===== config.mk =====
export PLATFORM = sky130hd
export DESIGN_NAME = pipeline_ctrl
export DESIGN_NICKNAME = d
export VERILOG_FILES = /design/src/rtl/cpu_types_pkg.sv /design/src/rtl/load_use_detect.sv /design/src/rtl/pipeline_ctrl.sv
export SDC_FILE = /design/constraint.sdc
export NUM_CORES = 1
export LEC_CHECK = 0
export ABC_AREA = 1
export CELL_PAD_IN_SITES_DETAIL_PLACEMENT = 1
export CELL_PAD_IN_SITES_GLOBAL_PLACEMENT = 1
export CORE_MARGIN = 2
export CORE_UTILIZATION = 32
export DETAILED_ROUTE_END_ITERATION = 6
export PLACE_DENSITY_LB_ADDON = 0.1
export SYNTH_ARGS = -nofsm -noshare
export SYNTH_HDL_FRONTEND = slang
export SYNTH_HIERARCHICAL = 1
export SYNTH_SLANG_ARGS = --single-unit

===== constraint.sdc =====
create_clock -name CLK -period 2.35 [get_ports CLK]
set_input_delay 0.47 -clock CLK [delete_from_list [all_inputs] [get_ports CLK]]
set_output_delay 0.47 -clock CLK [all_outputs]
set_load 0.1 [all_outputs]

===== src/rtl/cpu_types_pkg.sv =====
// Shared types for the pipeline controller: sequencer states and register-select width.
package cpu_types_pkg;

    localparam int REG_BITS = 5;

    typedef logic [REG_BITS-1:0] regbits_t;

    typedef enum logic [1:0] {
        RUN    = 2'd0,
        DHELD  = 2'd1,
        HALTED = 2'd2
    } ctrl_state_t;

    // A destination of r0 never creates a dependency because r0 is hard-wired to zero.
    function automatic logic reg_matches(input regbits_t dst, input regbits_t src);
        return (dst != {REG_BITS{1'b0}}) && (dst == src);
    endfunction

endpackage


===== src/rtl/load_use_detect.sv =====
// Load-use hazard compare: a load in ID_EX whose destination feeds the
// instruction currently in IF_ID.
module load_use_detect
    import cpu_types_pkg::*;
(
    input  logic     memRead_ex,
    input  regbits_t wsel_ex,
    input  regbits_t rs_id,
    input  regbits_t rt_id,
    output logic     luse
);

    // Hazard when the load target matches either source operand (never r0).
    always_comb begin
        luse = 1'b0;
        if (memRead_ex) begin
            luse = reg_matches(wsel_ex, rs_id) | reg_matches(wsel_ex, rt_id);
        end else begin
            luse = 1'b0;
        end
    end

endmodule


===== src/rtl/pipeline_ctrl.sv =====
// Central sequencer for the 5-stage pipeline: pipe enables/flushes, PC enable,
// shared memory port arbitration, load-use stall, MEM redirect and halt.
module pipeline_ctrl
    import cpu_types_pkg::*;
#(
    parameter int CNT_W = 32,
    parameter int REG_W = 5
) (
    input  logic             CLK,
    input  logic             nRST,
    input  logic             ihit,
    input  logic             dhit,
    input  logic             dREN_mem,
    input  logic             dWEN_mem,
    input  logic [31:0]      dmemload_i,
    input  logic             memRead_ex,
    input  logic [REG_W-1:0] wsel_ex,
    input  logic [REG_W-1:0] rs_id,
    input  logic [REG_W-1:0] rt_id,
    input  logic             redirect_mem,
    input  logic             halt_wb,
    output logic             pc_EN,
    output logic             if_id_EN,
    output logic             if_id_flush,
    output logic             id_ex_EN,
    output logic             id_ex_flush,
    output logic             ex_mem_EN,
    output logic             ex_mem_flush,
    output logic             mem_wb_EN,
    output logic             mem_wb_flush,
    output logic             dmem_mask,
    output logic [31:0]      dmemload_o,
    output logic             halted,
    output logic [CNT_W-1:0] stall_cycles
);

    ctrl_state_t      state_q, state_d;
    logic [31:0]      hold_q, hold_d;
    logic [CNT_W-1:0] stall_q, stall_d;
    logic             memreq;
    logic             advance;
    logic             luse;

    load_use_detect u_luse (
        .memRead_ex (memRead_ex),
        .wsel_ex    (regbits_t'(wsel_ex)),
        .rs_id      (regbits_t'(rs_id)),
        .rt_id      (regbits_t'(rt_id)),
        .luse       (luse)
    );

    // Memory arbitration: once data is held, the data side no longer blocks fetch.
    always_comb begin
        memreq  = (dREN_mem | dWEN_mem) & (state_q != DHELD);
        advance = ihit & (~memreq | dhit | (state_q == DHELD));
    end

    // Next state, hold capture and saturating stall count.
    always_comb begin
        state_d = state_q;
        hold_d  = hold_q;
        stall_d = stall_q;
        case (state_q)
            RUN: begin
                if (halt_wb) begin
                    state_d = HALTED;
                end else if (memreq && dhit && !ihit) begin
                    state_d = DHELD;
                    hold_d  = dmemload_i;
                end else begin
                    state_d = RUN;
                end
            end
            DHELD: begin
                if (halt_wb) begin
                    state_d = HALTED;
                end else if (ihit) begin
                    state_d = RUN;
                end else begin
                    state_d = DHELD;
                end
            end
            HALTED: begin
                state_d = HALTED;
            end
            default: begin
                state_d = RUN;
            end
        endcase
        if ((state_q != HALTED) && !advance && (stall_q != {CNT_W{1'b1}})) begin
            stall_d = stall_q + {{(CNT_W-1){1'b0}}, 1'b1};
        end else begin
            stall_d = stall_q;
        end
    end

    // Sequencer register with hold data and stall counter.
    always_ff @(posedge CLK or negedge nRST) begin
        if (!nRST) begin
            state_q <= RUN;
            hold_q  <= 32'h0000_0000;
            stall_q <= {CNT_W{1'b0}};
        end else begin
            state_q <= state_d;
            hold_q  <= hold_d;
            stall_q <= stall_d;
        end
    end

    // Output decode: redirect outranks load-use; nothing moves without advance.
    always_comb begin
        pc_EN        = 1'b0;
        if_id_EN     = 1'b0;
        if_id_flush  = 1'b0;
        id_ex_EN     = 1'b0;
        id_ex_flush  = 1'b0;
        ex_mem_EN    = 1'b0;
        ex_mem_flush = 1'b0;
        mem_wb_EN    = 1'b0;
        mem_wb_flush = 1'b0;
        if ((state_q != HALTED) && advance) begin
            id_ex_EN  = 1'b1;
            ex_mem_EN = 1'b1;
            mem_wb_EN = 1'b1;
            if (redirect_mem) begin
                pc_EN        = 1'b1;
                if_id_EN     = 1'b1;
                if_id_flush  = 1'b1;
                id_ex_flush  = 1'b1;
                ex_mem_flush = 1'b1;
            end else if (luse) begin
                pc_EN       = 1'b0;
                if_id_EN    = 1'b0;
                id_ex_flush = 1'b1;
            end else begin
                pc_EN    = 1'b1;
                if_id_EN = 1'b1;
            end
        end else begin
            pc_EN = 1'b0;
        end
        dmem_mask    = (state_q != RUN);
        dmemload_o   = (state_q == RUN) ? dmemload_i : hold_q;
        halted       = (state_q == HALTED);
        stall_cycles = stall_q;
    end

endmodule


# ---- Word level (Yosys, flattened, before mapping)
# Index checks and enable logic that the tools add are counted.
dict set report totals {
  ff_bits 66
  out_inout_bits 75
  word_cells 48
}
dict set report op_classes {
  addsub 1
  n_eq_ne 7
  n_mux 16
  bitwise_logic 8
  reduce_logical 13
}
# operator n
set op_table {}
lappend op_table {{adder 32 x 1 -> 32 bit, second input constant} 1}
lappend op_table {{2-to-1 mux 32 bit} 1}
lappend op_table {{!= test 32 bit, second input constant} 1}
lappend op_table {{2-to-1 mux 1 bit} 12}
lappend op_table {{equality test 5 bit} 2}
lappend op_table {{logical AND 1 bit} 7}
lappend op_table {{case mux 2 bit (3 select lines)} 1}
lappend op_table {{nonzero test 5 bit} 1}
lappend op_table {{2-to-1 mux 2 bit} 2}
lappend op_table {{OR 1 bit} 4}
lappend op_table {{AND reduction 3 bit} 1}
lappend op_table {{AND 1 bit} 2}
lappend op_table {{equality test 2 x 1 -> 1 bit, second input constant} 1}
lappend op_table {{equality test 2 bit, second input constant} 1}
lappend op_table {{logical NOT 1 bit} 2}
lappend op_table {{logical NOT 2 bit} 1}
lappend op_table {{!= test 2 x 1 -> 1 bit, second input constant} 1}
lappend op_table {{!= test 2 bit, second input constant} 1}
lappend op_table {{NOT 1 bit} 2}
lappend op_table {{nonzero test 2 bit} 1}

# ---- Depth between registers and ports, before layout
# Gate-level depths: netlist of the first run.
dict set report depth {
  ltp_word 9
  ltp_mapped 11
  ltp_nobuf 10
}

# ---- By module
# Netlist of the first run, hierarchy kept.
# mod instances cells_each area_each_um2 seq_area_each_um2
set modules_own_cells {}
lappend modules_own_cells {pipeline_ctrl 1 590 3902.5 1651.6}
lappend modules_own_cells {load_use_detect 1 44 193.9 0.0}

# ---- Worst setup path before layout of the first run
# OpenSTA, ideal clock, no wires.
dict set report synth_timing {
  path_kind {flip-flop to output port}
  from {register state_q[0]}
  to {output dmemload_o[22]}
  arrival_time_ns 3.654
  required_ns 1.880
  path_slack_ns -1.774
  stages_incl_launch_ff 6
  cell_sequence {dfrtp_1 nor2_1 inv_1 clkbuf_1 clkbuf_1 o21ai_0}
}
dict set report synth_via {
  elab_chain_cells 2
}
# element line
set synth_rtl {}
lappend synth_rtl {{start: declaration} pipeline_ctrl.sv:37} ;# ctrl_state_t state_q, state_d;
lappend synth_rtl {{start signal: assignment} pipeline_ctrl.sv:104} ;# state_q <= state_d;
lappend synth_rtl {{logical NOT 2 bit} pipeline_ctrl.sv:143} ;# dmemload_o = (state_q == RUN) ? dmemload_i : hold_q;
lappend synth_rtl {{2-to-1 mux 32 bit} pipeline_ctrl.sv:143}
lappend synth_rtl {{end: declaration} pipeline_ctrl.sv:32} ;# output logic [31:0] dmemload_o,
# Every way passes these cells.

# ---- Worst setup path after layout of the first run
dict set report layout_timing {
  from {input dWEN_mem}
  to {output id_ex_flush}
}
dict set report layout_via {
  elab_chain_cells 8
}
# element line
set layout_rtl {}
lappend layout_rtl {{start: declaration} pipeline_ctrl.sv:14} ;# input logic dWEN_mem,
lappend layout_rtl {{OR 1 bit} pipeline_ctrl.sv:54} ;# memreq = (dREN_mem | dWEN_mem) & (state_q != DHELD);
lappend layout_rtl {{AND 1 bit} pipeline_ctrl.sv:54}
lappend layout_rtl {{NOT 1 bit} pipeline_ctrl.sv:55} ;# advance = ihit & (~memreq | dhit | (state_q == DHELD));
lappend layout_rtl {{OR 1 bit (2 in series)} pipeline_ctrl.sv:55}
lappend layout_rtl {{AND 1 bit} pipeline_ctrl.sv:55}
lappend layout_rtl {{logical AND 1 bit} pipeline_ctrl.sv:121} ;# if ((state_q != HALTED) && advance) begin
lappend layout_rtl {{2-to-1 mux 1 bit} pipeline_ctrl.sv:121}
lappend layout_rtl {{end: declaration} pipeline_ctrl.sv:26} ;# output logic id_ex_flush,
# Every way passes these cells.

==> reports/results.tsv, run 1 <==
stage	metric	value	unit
run_status	outcome	completed	
power	Static Leakage	3.18	nW
clocking	number of buffers on the longest clock path	2	
sta	final setup vio count	0	
clocking	number of buffers created by CTS	9	
logic_synthesis	compound-cell area share of the yosys netlist	9.25	%
sta	worst relative slew slack	44.2	%
routing	starting DRC count in detailed routing	136	
flow_run	maxcap violations	0	
logic_synthesis	syn avg cell area	6.46	sq um
logic_synthesis	multiplexer area fraction after synthesis	0	%
logic_synthesis	yosys warns	6	
logic_synthesis	Adder-Cell Fraction of Synth Area	0.305	%
routing	number of antenna-violating nets in the routed design	0	
routing	Vias	4360	
routing	number of iterations in the first detailed-routing pass	4	
power	proportion of power drawn by the clock network	14.9	%
die	area inside the core boundary	12600	sq um
logic_synthesis	largest family of logic cells by synthesized area	simple AND/OR/NAND/NOR gates	
sta	count of endpoints failing hold in the final timing report	0	
place	final weighted congestion in routability-driven placement	0.788	
logic_synthesis	share of async-settable or async-resettable flops after synthesis	100	%
power	switching portion of total power	53.5	%
logic_synthesis	simple-gate area share of the yosys netlist	36.0	%
power	Seq pwr share	18.7	%
logic_synthesis	top area cells in the synthesized netlist	sky130_fd_sc_hd__dfrtp_1 40%, sky130_fd_sc_hd__nand2_1 26%, sky130_fd_sc_hd__inv_1 7.1%, sky130_fd_sc_hd__o21ai_0 6.1%, sky130_fd_sc_hd__nor2_1 5.5%	
sta	actual slew at the worst max-slew pin	836	ps
routing	top routing layer in use	met4	
logic_synthesis	commonest cells in the synthesized netlist	283 x sky130_fd_sc_hd__nand2_1, 77 x sky130_fd_sc_hd__inv_1, 66 x sky130_fd_sc_hd__dfrtp_1	
die	Site Rows	41	
global_route	via count of the first global-routing pass	4614	
global_route	total grt overflow	0	
clocking	later-pin clock latency in the skew report	340	ps
die	horizontal die dimension	117	um
clocking	number of clock sinks	66	
logic_synthesis	most used standard cell by instance count after synthesis	sky130_fd_sc_hd__nand2_1	
die	starting density of the core	32.6	%
logic_synthesis	cells after synthesis	634	
critical_path	kind of critical path	input port to output pin	
place	pre-CTS setup slack	-112	ps
global_route	number of antenna violations at the first check in global routing	0	
logic_synthesis	xor/xnor share of the synthesized area	3.42	%
routing	Detailed Route WL	13.4	mm
routing	DRC	0	
critical_path	maximum fanout encountered on the critical timing path	4	
clocking	hold buffers post-CTS	0	
sta	final worst slack	84.4	ps
power	PD cells	1420	nW/um^2
critical_path	data arrival time at the worst-slack endpoint	1800	ps
routing	metal1 wirelength	5.61	mm
place	HPWL reported at the end of detailed placement	10.3	mm
routing	routed length per placed instance	14.3	um
sta	max-slew violation total from the final report	0	
die	die height	117	um
global_route	Total Routing Usage GR	20.8	%
logic_synthesis	number of enable-type register cells in the synthesized netlist	0	
power	share of total power in combinational logic	66.4	%
logic_synthesis	area of the mapped netlist	4100	sq um
hold_path	path category of the worst min-delay check	input port to asynchronous set/reset pin	
die	top-level port count	131	
sta	Fin Clk Skew	6.83	ps
logic_synthesis	portion of the post-synthesis area used by sequential elements	40.3	%
finish	diodes inserted	0	
sta	share of the cycle needed by the critical path after routing	96.4	%
power	peak supply drop	1.30	mV
clocking	root buffer selected by CTS	sky130_fd_sc_hd__clkbuf_16	
finish	area taken by flip-flops and latches	1650	sq um
power	internal portion of total power	4.20	mW
routing	vias per cell	4.65	
die	DIE AREA	13700	sq um
finish	layout cells sized above 1	19.1	%
clocking	TritonCTS clock tree	done	
finish	Fill cells	1582	
routing	detailed route wirelength on metal2	6.73	mm
sta	final-layout setup total negative slack	0	ps
logic_synthesis	largest area contributor in the synthesized netlist	sky130_fd_sc_hd__dfrtp_1	
clocking	Max H-tree Level	3	
logic_synthesis	top_reg_cell synth	sky130_fd_sc_hd__dfrtp_1	
logic_synthesis	Synth cell types	27	
critical_path	Worst EP required	1880	ps
logic_synthesis	total nets after synthesis	691	
sta	Max Clock Freq	0.441	GHz
critical_path	crit end category	output pin	
finish	final instance count without filler cells	937	
routing	routed wl met3	775	um
place	Placed Instances	919	
critical_path	kind of launch point of the worst setup path	input port	
place	input/output buffers	129	
finish	total area of multi-input combinational cells	2190	sq um
finish	area growth from synthesis to final layout	55.6	%
global_route	wire length of the first global-routing pass	21.9	mm
logic_synthesis	Yosys top cell area share	40.3	%
clocking	clock-pin slew on the worst setup and hold paths	60	ps
sta	final critical delay including setup and external delays	2270	ps
finish	final net count	817	
power	net switching power	4.83	mW
logic_synthesis	register bit total from synthesis	66	
sta	worst hold margin	233	ps
global_route	largest net degree at the start of global routing	43	
## repair_timing
| action | CTS | global route |
|---|---|---|
| setup buffers | 0 | 2 |
| gates resized for setup | 9 | 10 |
| pin swaps | 2 | 11 |
| endpoints found under the setup margin | 14 | 6 |
## power groups by stage
stage / registers, mW / clock network, mW / logic (mW)
after floorplan: 1.89 / 0 / 3.74
after global placement: 1.68 / 0 / 5.97
after detailed placement: 1.70 / 0 / 6.02
after CTS: 1.69 / 1.37 / 6.05
after global routing: 1.74 / 1.42 / 6.24
final: 1.69 / 1.34 / 6.00
## final cells by class
type | count | share of cell area, %
Tap cell | 172 | 3.38
Sequential cell | 66 | 26.0
Timing Repair Buffer | 139 | 27.1
Clock buffer | 9 | 3.53
Inverter | 79 | 4.79
Clock inverter | 7 | 0.942
Multi-Input combinational cell | 465 | 34.3
## final timing paths
| check | startpoint | to | slack (ps) | depth (start not counted) |
|---|---|---|---|---|
| setup / recovery | dWEN_mem | id_ex_flush | 80 | 10 |
| hold / removal | nRST | stall_cycles[9] | 230 | 1 |
| setup reg to reg | stall_cycles[0] | stall_cycles[7] | 270 | 10 |
| hold reg to reg | hold_q[8] | hold_q[8] | 490 | 2 |
| max in group asynchronous | nRST | hold_q[26] | 1440 | 2 |
| min in group CLK | hold_q[8] | hold_q[8] | 490 | 2 |
## sequential cells by signal, indices dropped and copies added (netlist names)
name	count
stall_cycles	32
hold_q	32
state_q	2
## worst max-delay path, cell delays in order
cell and delay (ps):
sky130_fd_sc_hd__clkdlybuf4s50_1 440, sky130_fd_sc_hd__inv_2 70, sky130_fd_sc_hd__nand2_1 50, sky130_fd_sc_hd__nand3b_1 80, sky130_fd_sc_hd__nand2_2 70, sky130_fd_sc_hd__inv_2 70, sky130_fd_sc_hd__nand2_4 80, sky130_fd_sc_hd__buf_4 150
sky130_fd_sc_hd__nor2_2 120, sky130_fd_sc_hd__buf_12 190
## layout by cell type (no fill, tap or decap), types with 3 or more instances in the layout
master / synthesis / routed
sky130_fd_sc_hd__dlymetal6s2s_1: 0 / 7
sky130_fd_sc_hd__dlygate4sd2_1: 0 / 6
sky130_fd_sc_hd__clkbuf_16: 0 / 9
sky130_fd_sc_hd__nor2_4: 1 / 3
sky130_fd_sc_hd__nor2_2: 1 / 3
sky130_fd_sc_hd__nand2_2: 2 / 3
sky130_fd_sc_hd__buf_4: 8 / 41
sky130_fd_sc_hd__inv_2: 1 / 5
sky130_fd_sc_hd__nor2_1: 60 / 56
sky130_fd_sc_hd__o21ai_0: 50 / 17
sky130_fd_sc_hd__clkdlybuf4s50_1: 0 / 41
sky130_fd_sc_hd__nand2_4: 2 / 3
sky130_fd_sc_hd__buf_12: 0 / 43
sky130_fd_sc_hd__nand2_1: 283 / 281
sky130_fd_sc_hd__dfrtp_1: 66 / 64
sky130_fd_sc_hd__xor2_1: 10 / 10
sky130_fd_sc_hd__o21ai_1: 22 / 36
sky130_fd_sc_hd__xnor2_1: 6 / 6
sky130_fd_sc_hd__o21ai_4: 0 / 8
sky130_fd_sc_hd__inv_1: 77 / 71
sky130_fd_sc_hd__clkinv_2: 0 / 6
sky130_fd_sc_hd__o21ai_2: 0 / 11
sky130_fd_sc_hd__nand3_1: 19 / 18
## cells by family after synthesis
| kind of cell | after synthesis |
|---|---|
| other | 1 |
| xor gates and xnor gates | 16 |
| adders and majority gates | 1 |
| and+or+nand+nor | 372 |
| DFF | 66 |
| buffers and inverters | 103 |
| AOI/OAI and AO/OA | 75 |
## metrics by stage
step	power, mW	utilization (%)	area [sq um]
2_1_floorplan	5.63	-	4290
6_report	9.03	50.7	6370
3_3_place_gp	7.64	48.2	6050
5_1_grt	9.40	50.7	6370
3_5_place_dp	7.73	48.2	6050
4_1_cts	9.11	50.4	6340
## routing by layer
| metal | global-route usage [%] | vias to the layer above |
|---|---|---|
| li1 | - | 2172 |
| met1 | 23.5 | 2074 |
| met2 | 37.5 | 93 |
| met3 | 5.36 | 21 |
| met4 | 7.69 | 0 |
| met5 | 0 | - |
Note: power is estimated with default switching activity, not from simulation.
==> run 2, diff against run 1 <==
--- a/config.mk
+++ b/config.mk
@@ -11,6 +11,7 @@
 export CORE_MARGIN = 2
 export CORE_UTILIZATION = 32
 export DETAILED_ROUTE_END_ITERATION = 6
+export MAX_ROUTING_LAYER = met4
 export PLACE_DENSITY_LB_ADDON = 0.1
 export SYNTH_ARGS = -nofsm -noshare
 export SYNTH_HDL_FRONTEND = slang
==> run 2 against run 1 <==
Clock skew is essentially flat; die area is the same; via count grew 0.21%; clock power is essentially flat; wire length is essentially flat; final cell count is the same; largest power group unchanged; clock-buffer cell count is the same; non-clock buffer count is the same; flip-flop and latch count is the same; sequential share of layout area is the same; combinational power is essentially flat; cell area is the same.
==> reports/results.tsv, run 2 (same netlist as run 1, synthesis figures left out) <==
stage	metric	value	unit
critical_path	crit end category	output pin	
routing	DRC	0	
place	HPWL reported at the end of detailed placement	10.3	mm
clocking	Max H-tree Level	3	
finish	end-of-flow core utilization	50.7	%
global_route	largest net degree at the start of global routing	43	
sta	worst relative slew slack	44.1	%
finish	layout cells sized above 1	19.1	%
clocking	number of clock sinks	66	
place	Placed Instances	919	
hold_path	path category of the worst min-delay check	input port to asynchronous set/reset pin	
global_route	wire length of the first global-routing pass	21.9	mm
finish	area growth from synthesis to final layout	55.6	%
flow_run	maxcap violations	0	
sta	final-layout setup total negative slack	0	ps
sta	Max Clock Freq	0.441	GHz
routing	number of iterations in the first detailed-routing pass	4	
clocking	clock-pin slew on the worst setup and hold paths	60	ps
routing	Detailed Route WL	13.4	mm
die	die height	117	um
place	placed instance area	6050	sq um
critical_path	data arrival time at the worst-slack endpoint	1800	ps
die	Site Rows	41	
global_route	Total Routing Usage GR	21.4	%
clocking	number of buffers on the longest clock path	2	
die	top-level port count	131	
clocking	later-pin clock latency in the skew report	340	ps
sta	final critical delay including setup and external delays	2270	ps
global_route	via count of the first global-routing pass	4616	
sta	share of the cycle needed by the critical path after routing	96.4	%
sta	final setup vio count	0	
critical_path	kind of launch point of the worst setup path	flip-flop	
die	starting density of the core	32.6	%
place	final weighted congestion in routability-driven placement	0.799	
power	PD cells	1420	nW/um^2
finish	final instance count without filler cells	937	
routing	number of antenna-violating nets in the routed design	0	
critical_path	Worst EP required	1880	ps
die	DIE AREA	13700	sq um
place	input/output buffers	129	
power	Design Power	9.03	mW
routing	vias per cell	4.66	
die	area inside the core boundary	12600	sq um
clocking	TritonCTS clock tree	done	
clocking	root buffer selected by CTS	sky130_fd_sc_hd__clkbuf_16	
sta	actual slew at the worst max-slew pin	838	ps
finish	most common library cell in the layout ignoring fill and taps	sky130_fd_sc_hd__nand2_1	
clocking	number of buffers created by CTS	9	
sta	max-slew violation total from the final report	0	
sta	Fin Clk Skew	6.85	ps
die	horizontal die dimension	117	um
routing	routed length per placed instance	14.3	um
sta	count of endpoints failing hold in the final timing report	0	
routing	Vias	4369	
finish	diodes inserted	0	
finish	Finished Cell Area	6370	sq um
critical_path	maximum fanout encountered on the critical timing path	24	
finish	commonest cells after routing, fill and taps aside	281 x sky130_fd_sc_hd__nand2_1, 71 x sky130_fd_sc_hd__inv_1, 64 x sky130_fd_sc_hd__dfrtp_1	
run_status	outcome	completed	
power	Static Leakage	3.18	nW
routing	starting DRC count in detailed routing	156	
finish	final net count	817	
global_route	total grt overflow	0	
power	peak supply drop	1.30	mV
critical_path	kind of critical path	flip-flop to output pin	
global_route	number of antenna violations at the first check in global routing	0	
run 2: cell counts in the layout (fill, tap and decap cells not counted):
Identical to the previous run, type by type.
run 2: final timing paths:
| check | slack, ps | cells after the start | start | endpoint |
|---|---|---|---|---|
| min | 230 | 1 | nRST | stall_cycles[9] |
| max reg2reg | 270 | 10 | stall_cycles[0] | stall_cycles[7] |
| min in group CLK | 490 | 2 | hold_q[8] | hold_q[8] |
| min reg2reg | 490 | 2 | hold_q[8] | hold_q[8] |
| max | 80 | 5 | state_q[0] | dmemload_o[0] |
| max in group asynchronous | 1440 | 2 | nRST | hold_q[26] |
run 2: routing by layer:
metal,wire length [um],global-route usage (%),vias to the layer above
li1,-,-,2171
met1,5690,24.0,2080
met2,6760,37.5,97
met3,672,4.48,21
met4,269,7.69,0
met5,0,-,-
run 2: power breakdown:
group	internal (mW)	switching, mW	leakage [nW]
Sequential	1.46	0.228	0.880
Clock	0.809	0.533	0.149
Combinational	1.93	4.07	2.15
Total	4.20	4.83	3.18
run 2: cell type report:
cell class | count | area (sq um)
multi-input combinational | 465 | 2190
inverter | 79 | 305
tap | 172 | 215
sequential | 66 | 1650
fill | 1582 | 6200
clock buffer | 9 | 225
timing repair buffer | 139 | 1720
clock inverter | 7 | 60.1
run 2: stage by stage:
step | setup WS, ps | hold slack [ps]
finish | 83.6 | 233
global route | -4.40 | 291
CTS | 11.0 | 255
detailed placement | -112 | 478
global placement | -55.6 | 467
floorplan | -458 | 174
run 2: worst max-delay path: stages (launching register included):
cell                      delay [ps]
sky130_fd_sc_hd__dfrtp_1         430
sky130_fd_sc_hd__nor2_2          200
sky130_fd_sc_hd__inv_4           150
sky130_fd_sc_hd__buf_12          210
sky130_fd_sc_hd__o21ai_1         250
sky130_fd_sc_hd__buf_12          220
run 2: repair_timing:
| item | CTS | global route |
|---|---|---|
| setup buffers | 0 | 2 |
| hold buffers | 0 | 0 |
| resized for setup | 9 | 10 |
| endpoints found under the setup margin | 14 | 6 |
| pin swaps | 2 | 11 |
